### src/rtl/ram_block_copier.sv
// ram_block_copier: copies a block of RAM words from port 1 (read) to port 2 (write), one word per clock.
// Define COPIER_CHECKSUM_EN to build the running checksum of copied words; otherwise checksum is tied to 0.
module ram_block_copier #(
  parameter int ADDR_W = 9,
  parameter int DATA_W = 16,
  parameter int LEN_W  = 10
) (
  input  logic              clk,
  input  logic              rst,
  input  logic              start,
  input  logic [ADDR_W-1:0] src_addr,
  input  logic [ADDR_W-1:0] dst_addr,
  input  logic [LEN_W-1:0]  length,
  output logic              busy,
  output logic              done,
  output logic [DATA_W-1:0] checksum,
  output logic [ADDR_W-1:0] addr1,
  output logic              read_en1,
  output logic              write_en1,
  input  logic [DATA_W-1:0] Data_out1,
  output logic [ADDR_W-1:0] addr2,
  output logic              write_en2,
  output logic              read_en2,
  output logic [DATA_W-1:0] Data_in2
);

  // state | meaning
  // IDLE  | waiting for start
  // READ  | one read per cycle; the word read last cycle is written
  // DRAIN | final write only
  // FIN   | copy complete, done pulse
  typedef enum logic [1:0] {IDLE, READ, DRAIN, FIN} state_t;

  localparam logic [LEN_W-1:0] MAX_LEN = LEN_W'(2**ADDR_W);

  state_t            state, state_nxt;
  logic              start_ok;
  logic [LEN_W-1:0]  len_clamp;
  logic [LEN_W-1:0]  rd_cnt;
  logic [ADDR_W-1:0] rd_addr;
  logic [ADDR_W-1:0] wr_addr;
  logic              wr_pend;

  assign start_ok  = (state == IDLE) && start;
  assign len_clamp = (length > MAX_LEN) ? MAX_LEN : length;

  always_ff @(posedge clk or posedge rst) begin
    if (rst) state <= IDLE;
    else     state <= state_nxt;
  end

  always_comb begin
    state_nxt = state;
    case (state)
      IDLE:    if (start) state_nxt = (length == '0) ? FIN : READ;
      READ:    if (rd_cnt == '0) state_nxt = DRAIN;
      DRAIN:   state_nxt = FIN;
      FIN:     state_nxt = IDLE;
      default: state_nxt = IDLE;
    endcase
  end

  always_comb begin
    busy      = 1'b0;
    done      = 1'b0;
    read_en1  = 1'b0;
    write_en2 = wr_pend;
    case (state)
      READ: begin
        busy     = 1'b1;
        read_en1 = 1'b1;
      end
      DRAIN:   busy = 1'b1;
      FIN: begin
        busy = 1'b1;
        done = 1'b1;
      end
      default: ;
    endcase
  end

  // rd_cnt holds reads remaining after the current one; zero marks the last read
  always_ff @(posedge clk or posedge rst) begin
    if (rst) begin
      rd_cnt  <= '0;
      rd_addr <= '0;
      wr_addr <= '0;
      wr_pend <= 1'b0;
    end else begin
      wr_pend <= (state == READ);
      if (start_ok) begin
        rd_cnt  <= len_clamp - 1'b1;
        rd_addr <= src_addr;
        wr_addr <= dst_addr;
      end else begin
        if (state == READ) begin
          rd_addr <= rd_addr + 1'b1;
          if (rd_cnt != '0) rd_cnt <= rd_cnt - 1'b1;
        end
        if (wr_pend) wr_addr <= wr_addr + 1'b1;
      end
    end
  end

  assign addr1     = rd_addr;
  assign addr2     = wr_addr;
  assign write_en1 = 1'b0;
  assign read_en2  = 1'b0;
  assign Data_in2  = write_en2 ? Data_out1 : '0;

`ifdef COPIER_CHECKSUM_EN
  logic [DATA_W-1:0] sum_q;

  always_ff @(posedge clk or posedge rst) begin
    if (rst)            sum_q <= '0;
    else if (start_ok)  sum_q <= '0;
    else if (write_en2) sum_q <= sum_q + Data_in2;
  end

  assign checksum = sum_q;
`else
  assign checksum = '0;
`endif

endmodule
### config.mk
export PLATFORM = sky130hd
export DESIGN_NAME = ram_block_copier
export DESIGN_NICKNAME = d
export VERILOG_FILES = /design/src/rtl/ram_block_copier.sv
export SDC_FILE = /design/constraint.sdc
export NUM_CORES = 1
export LEC_CHECK = 0
export BUFFER_PORTS_ARGS = -buffer_cell sky130_fd_sc_hd__clkbuf_2
export CAP_MARGIN = 10
export CORE_ASPECT_RATIO = 1.25
export CORE_UTILIZATION = 45
export CTS_CLUSTER_SIZE = 20
export DETAILED_ROUTE_END_ITERATION = 7
export PLACE_DENSITY = 0.78
export SLEW_MARGIN = 25
export SYNTH_ARGS = -nofsm -noshare
export SYNTH_HDL_FRONTEND = slang
export SYNTH_SLANG_ARGS = --single-unit
export TNS_END_PERCENT = 1
### constraint.sdc
create_clock -name clk -period 2.95 [get_ports clk]
set_input_delay 0.1475 -clock clk [delete_from_list [all_inputs] [get_ports clk]]
set_output_delay 0.1475 -clock clk [all_outputs]
set_load 0.01 [all_outputs]
Yosys cells after proc, flatten, opt, wreduce, memory -nomap -nowiden
Index checks and enable logic that the tools add are counted.

word-level totals
  bits in registers = 31
  bits of input ports = 47
  word-level logic and storage cells = 42

cells by class
  $add $sub $neg = 4
  order comparisons = 1
  equality and inequality tests = 5
  muxes and demuxes = 16
  reduce and logical (&&, ||, !) cells = 11

operator list
  cell                     count
  $mux W10                 4
  $mux W9                  4
  $logic_not A10 Y1        2
  $sub A10 B1 Y10 const B  2
  $add A9 B1 Y9 const B    2
  $mux W16                 1
  $gt A10 B10 Y1 const B   1
  $reduce_bool A10 Y1      1
  $pmux W2 S4              1
  $mux W2                  3
  $reduce_bool A2 Y1       3
  $eq A2 B2 Y1 const B     2
  $ne A2 B2 Y1 const B     2
  $reduce_and A2 Y1        2
  $mux W1                  3
  $reduce_or A3 Y1         1
  $eq A2 B1 Y1 const B     1
  $logic_not A2 Y1         1
  $logic_and A1 B1 Y1      1

Longest topological paths before layout
Gate-level depths: netlist of the first run.

  word-level depth = 4
  mapped depth = 13

Worst setup path after synthesis of the first run
Ideal clock, no wire load.

  path type = register to register
  start point = register state[0]
  end point = register rd_cnt[6]
  arrival = 2.587 ns
  slack = 0.225 ns
  cell stages (with the launch flop) = 14
  buffers on the path = 2
  cell sequence = dfrtp_1 -> inv_1 -> ha_1 -> and2_1 -> clkbuf_1 -> clkbuf_1 -> and3_1 -> a21oi_1 -> ha_1 -> and3_1 -> a32oi_1 -> nor3_1 -> xnor2_1 -> a21oi_1

on the way
  cells in the longest elaborated chain, start to end = 4
  elaborated cells on any way between the ends = 7
  those cells by class = eq/ne: 1; mux: 1; reduce/logical: 5

RTL lines
  item                                 line  source
  start, declared                      36    state_t state, state_nxt;
  start signal, assigned               49    else state <= state_nxt;
  $logic_not A2 Y1                     44    assign start_ok = (state == IDLE) && start;
  $logic_and A1 B1 Y1                  44
  $reduce_bool A2 Y1 (no source line)  --
  $reduce_and A2 Y1 (no source line)   --
  end signal, assigned                 92    rd_cnt <= len_clamp - 1'b1;
  end signal, assigned                 98    if (rd_cnt != '0) rd_cnt <= rd_cnt - 1'b1;
  end, declared                        39    logic [LEN_W-1:0] rd_cnt;

Several ways; a longest one is shown, not always the timed one.
A chain may end at the register's enable or synchronous reset.

Final worst setup path of the first run
Ends and elaborated chain as after synthesis.

==> impl_metrics.tcl, run 1 <==
set metrics [dict create \
    status "completed" \
    drc_errors 0 \
    io_pins 103 \
    fin_util_pct 57.5 \
    min_path_type "input port to flip-flop" \
    p_leak_uw 0.00128 \
    muxShareOfSynthArea_pct 1.87 \
    setup_viol 0 \
    slew_violations 0 \
    synthAdderAreaFrac_pct 4.54 \
    initial_utilization_pct 46.6 \
    path_clk_slew_ns 0.07 \
    antenna_cells 0 \
    root_buffer "clkbuf_8" \
    vias_per_cell 5.13 \
    syn_area_per_cell_um2 8.51 \
    hold_viol_final 0 \
    firstDrtPassIters 4 \
    grt_max_degree 42 \
    num-fill-cells 452 \
    synth_top_area_share_pct 35.2 \
    nets 399 \
    synth_compound_area_share_pct 15.9 \
    rsz0062_at_grt "no" \
    timing.slew.headroom_pct 55.3 \
    htree_num_levels 2 \
    critPathRequiredTime_ns 3.12 \
    synth_top_area_cell "dfrtp_1" \
    clock_latency_ns 0.29 \
    postCtsSetupRepairBufs 0 \
    drive_gt1_share_pct 30.8 \
    start_kind "flip-flop" \
    grt-ovfl-total 0 \
    crit_path_max_incr_delay_ns 0.37 \
    cap_violations 0 \
    worst-setup-path-type "flip-flop to flip-flop" \
    async_reset_ff_share_pct 100 \
    netlist_area_mm2 0.00220 \
    ys_seq_elements 31 \
    setup_tns_ns 0 \
    gp_congestion 0.962 \
    fmax_mhz 373 \
    grt_usage_pct 20.6 \
    ys_top_cells_by_area "dfrtp_1, buf_4, xor2_1" \
    finalCritPeriodShare_pct 90.8 \
    min_period_ns 2.68 \
    grt_antenna_before_repair 0 \
    synthCells 259 \
    multiInputGateArea_mm2 0.00129 \
    cts_buffers 5 \
    synthSimpleGateAreaFrac_pct 24.1 \
    routedWlPerCell_um 12.4 \
    critPathArrivalTime_ns 2.85 \
    critical_path_peak_fanout 9 \
    stdcell_count 404 \
    path_cells "inv_1 -> ha_1 -> and2_1 -> and3_1 -> a21oi_1 -> ha_1 -> nor3b_1 -> a32oi_1 -> nor3_1 -> xnor2_1 -> a21oi_1" \
    synth_edf_count 0 \
    ir_worst_vdd_mv 0.420 \
    vias 2074 \
    critPathCaptureType "flip-flop" \
    portBuffers 84 \
    seq_area_um2 776 \
    cpMaxStageDelayCell "dfrtp_1" \
    routed_wl_um 5010 \
    clock-sinks 31 \
    finalClockSkew_ns 0.00678 \
    drt-initial-drc-count 94 \
    grt_pass1_wl_um 8230 \
    cts_tree "yes" \
    final_antenna_net_count 0 \
    die_x_um 64.6 \
    ys_seq_area_share_pct 35.2 \
    clock_path_buffers 2 \
    synthFlopType "dfrtp_1" \
    rows 28 \
    ys_types 50 \
    synth-xor-area-share_pct 9.14 \
    area_delta_synth_final_pct 23.3 \
    ys_warn_count 0 \
    grt_pass1_vias 1843 \
    final_cell_mix "clkbuf_2, nand2_1, dfrtp_1" \
    hpwl_um 3920 \
    synth_top_family_by_area "simple AND/OR/NAND/NOR gates" \
    core_mm2 0.00473 \
    place_inst 396 \
    die_area_mm2 0.00518 \
    final_common_cell "clkbuf_2" \
    power.density_mw_per_mm2 918 \
    tightest_slew_ns 0.670 \
    ctsResizeCount 0 \
    die_y_um 80.3 \
    ctsHoldBuffers 1 \
]
[cells in the mapped netlist (2+ instances only)]
cell type and count:
ha_1 8, nor3_1 8, clkbuf_1 8, xnor2_1 9, and3_1 3, buf_1 2
mux2i_1 3, nand4_1 8, nor2_1 17, nand3_1 5, inv_1 6, dfrtp_1 31
nand2_1 31, buf_4 18, or3_1 2, a21boi_0 3, and2_1 17, xor2_1 14
o21ai_0 22, a21oi_1 13, nor2b_1 2
[final timing paths]
kind / slack [ns] / cells past startpoint / startpoint / endpoint
max: 0.27 / 11 / state[0] / rd_cnt[6]
min: 0.06 / 3 / dst_addr[3] / addr2[3]
max reg2reg: 0.27 / 11 / state[0] / rd_cnt[6]
min reg2reg: 0.51 / 1 / rd_cnt[9] / rd_cnt[9]
max in group asynchronous: 2.17 / 4 / rst / addr1[1]
min in group asynchronous: 0.48 / 4 / rst / addr2[0]
[layout make-up]
type	instances	share of cell area [%]
multi-input cells	210	47.6
flip-flops and latches	31	28.5
repair buffers	89	16.9
clock buffers	6	3.04
well taps	60	2.76
inverters	7	0.966
clock inverters	1	0.184
[critical path: cells and delay by family, from the launching register on]
kind / cells / cell delay (ns)
compound gates: 3 / 0.41
xor+xnor: 1 / 0.14
fa+ha+maj: 2 / 0.54
buf+inv: 1 / 0.10
flops: 1 / 0.37
simple gates: 4 / 1.01
[logic make-up after synthesis]
group / count (synthesis)
AOI/OAI and AO/OA: 54
xor gates and xnor gates: 23
adders and majority gates: 8
buffers and inverters: 35
DFF: 31
muxes: 4
other: 1
and+or+nand+nor: 103
[registers in the layout (all words and copies together), names as in the netlist]
signal,flops
rd_cnt,10
addr1,9
addr2,9
state,2
write_en2,1
[layer usage]
metal	up-vias	GRT usage, %	wire [µm]
met5	-	0	0
met4	0	9.33	123
met3	12	3.98	375
met2	98	37.2	2510
met1	940	23.1	2010
li1	1024	-	-
[where the power goes]
group	internal [µW]	total (µW)	switching, µW	leakage [µW]
logic	564	1250	690	0.000862
registers	635	903	267	0.000374
clock network	183	338	155	0.0000470
total	1380	2490	1110	0.00128
[through the flow]
| step | cell area, µm² | total power (µW) | hold slack, ns | setup slack [ns] |
|---|---|---|---|---|
| floorplan | 2270 | 1740 | 0.251 | 0.225 |
| global placement | 2620 | 2130 | 0.234 | 0.448 |
| detailed placement | 2620 | 2180 | 0.244 | 0.300 |
| CTS | 2720 | 2530 | 0.0543 | 0.268 |
| global route | 2720 | 2730 | 0.0594 | 0.0333 |
| finish | 2720 | 2490 | 0.0570 | 0.272 |
No activity file was read; power rests on OpenSTA's default activity.
==> run 2: changes to the inputs <==
--- a/config.mk
+++ b/config.mk
@@ -7,7 +7,7 @@
 export LEC_CHECK = 0
 export BUFFER_PORTS_ARGS = -buffer_cell sky130_fd_sc_hd__clkbuf_2
 export CAP_MARGIN = 10
-export CORE_ASPECT_RATIO = 1.25
+export CORE_ASPECT_RATIO = 1.4
 export CORE_UTILIZATION = 45
 export CTS_CLUSTER_SIZE = 20
 export DETAILED_ROUTE_END_ITERATION = 7
==> run 2 against run 1 <==
Total power increased by 4.5%; via count about the same; global-route usage increased by 2.1 points; clock power increased by 28%; combinational power about the same; fmax increased by 2.0%; non-clock buffer count unchanged; worst setup slack improved by 0.053 ns; core utilization increased by 2.2 points; clock skew decreased by 0.0020 ns; routed wire length increased by 6.2%; highest routed layer unchanged.
==> impl_metrics.tcl, run 2 (synthesized netlist as in run 1, its figures left out) <==
set metrics [dict create \
    status "completed" \
    nets 399 \
    routed_wl_um 5320 \
    path_clk_slew_ns 0.07 \
    htree_num_levels 2 \
    fmax_mhz 381 \
    p_int_uw 1470 \
    setup_viol 0 \
    place_inst 398 \
    gp_congestion 0.908 \
    critPathRequiredTime_ns 3.12 \
    critPathArrivalTime_ns 2.80 \
    die_area_mm2 0.00519 \
    die_x_um 61.2 \
    vias 2073 \
    drt-initial-drc-count 101 \
    grt-ovfl-total 0 \
    seq_area_um2 776 \
    ctsResizeCount 0 \
    grt_usage_pct 22.6 \
    start_kind "flip-flop" \
    hpwl_um 4230 \
    drc_errors 0 \
    cts_tree "yes" \
    antenna_cells 0 \
    tightest_slew_ns 0.631 \
    timing.slew.headroom_pct 57.9 \
    ir_worst_vdd_mv 0.509 \
    routedWlPerCell_um 13.1 \
    pwr-share-seq_pct 34.6 \
    drive_gt1_share_pct 31.0 \
    min_from "dst_addr[4]" \
    multiInputGateArea_mm2 0.00129 \
    clock-sinks 31 \
    stdcell_count 407 \
    ctsHoldBuffers 1 \
    r2r_start "state[0]" \
    whs_ns 0.0638 \
    min_period_ns 2.63 \
    worst-setup-path-type "flip-flop to flip-flop" \
    io_pins 103 \
    grt_max_degree 32 \
    clock_latency_ns 0.28 \
    root_buffer "clkbuf_8" \
    setup_tns_ns 0 \
    min_path_type "input port to flip-flop" \
    power.total_uw 2610 \
    switchingPower_uw 1130 \
    critical_path_peak_fanout 9 \
    p_leak_uw 0.00130 \
    grt_pass1_wl_um 8820 \
    firstDrtPassIters 4 \
    rows 29 \
    finalCritPeriodShare_pct 89.0 \
    setup.worst_path.start "state[0]" \
    postCtsSetupRepairBufs 0 \
    clock_path_buffers 2 \
    cts_buffers 5 \
    slew_violations 0 \
    critPathCaptureType "flip-flop" \
    pwr-share-clk_pct 16.5 \
    regMostFlops "rd_cnt" \
    grt_pass1_vias 1978 \
    die_y_um 84.8 \
    portBuffers 84 \
    final_common_cell "clkbuf_2" \
    cap_violations 0 \
    vias_per_cell 5.09 \
    initial_utilization_pct 47.8 \
    core_mm2 0.00461 \
    rsz0062_at_grt "no" \
    grt_antenna_before_repair 0 \
    hold_viol_final 0 \
    area_delta_synth_final_pct 24.8 \
    largest_reg_flops 10 \
    power.share.switching_pct 43.5 \
    comb_power_share_pct 48.9 \
    final_antenna_net_count 0 \
    finalClockSkew_ns 0.00481 \
    fin_util_pct 59.7 \
    num-fill-cells 447 \
    power.density_mw_per_mm2 948 \
    final_cell_mix "clkbuf_2, nand2_1, dfrtp_1" \
]
## run 2: routing by layer
layer  vias up  GRT usage, %  wire length (µm)
met2        92          38.7              2770
met5         -             0                 0
met3        10          4.42               345
met1       939          26.0              2090
li1       1032             -                 -
met4         0          11.0               116
## run 2: worst max-delay path, stage by stage (launching register included)
cell and delay, ns:
dfrtp_1 0.37, inv_1 0.10, ha_1 0.30, and2_1 0.27, and3_1 0.21, a21oi_1 0.17
ha_1 0.23, nor3b_1 0.28, a32oi_1 0.13, nor3_1 0.22, xnor2_1 0.15, a21oi_1 0.08
## run 2: power by group through the flow
stage               registers, µW  clock network (µW)  logic, µW
global placement              895                   0       1250
CTS                           899                 440       1290
finish                        902                 431       1270
global route                  936                 460       1460
floorplan                     881                   0        864
detailed placement            907                   0       1290
## run 2: final timing paths
check	end	slack, ns	depth (start not counted)
worst min-delay path	addr2[4]	0.06	3
worst min register to register	rd_cnt[9]	0.53	1
max in group asynchronous	rd_cnt[2]	2.20	4
worst max-delay path	rd_cnt[6]	0.32	11
worst max register to register	rd_cnt[6]	0.32	11
min in group asynchronous	addr2[0]	0.47	4
## run 2: per-stage QoR
step	setup WS, ns	area (µm²)
floorplan	0.225	2270
global placement	0.486	2620
detailed placement	0.351	2620
CTS	0.343	2750
global route	0.0994	2750
finish	0.325	2750
## run 2: layout make-up
| cell class | instances | share of cell area (%) |
|---|---|---|
| Sequential cell | 31 | 28.2 |
| Multi-Input combinational cell | 210 | 47.0 |
| Clock inverter | 2 | 1.27 |
| Timing Repair Buffer | 89 | 16.7 |
| Inverter | 7 | 0.955 |
| Tap cell | 62 | 2.82 |
| Clock buffer | 6 | 3.00 |
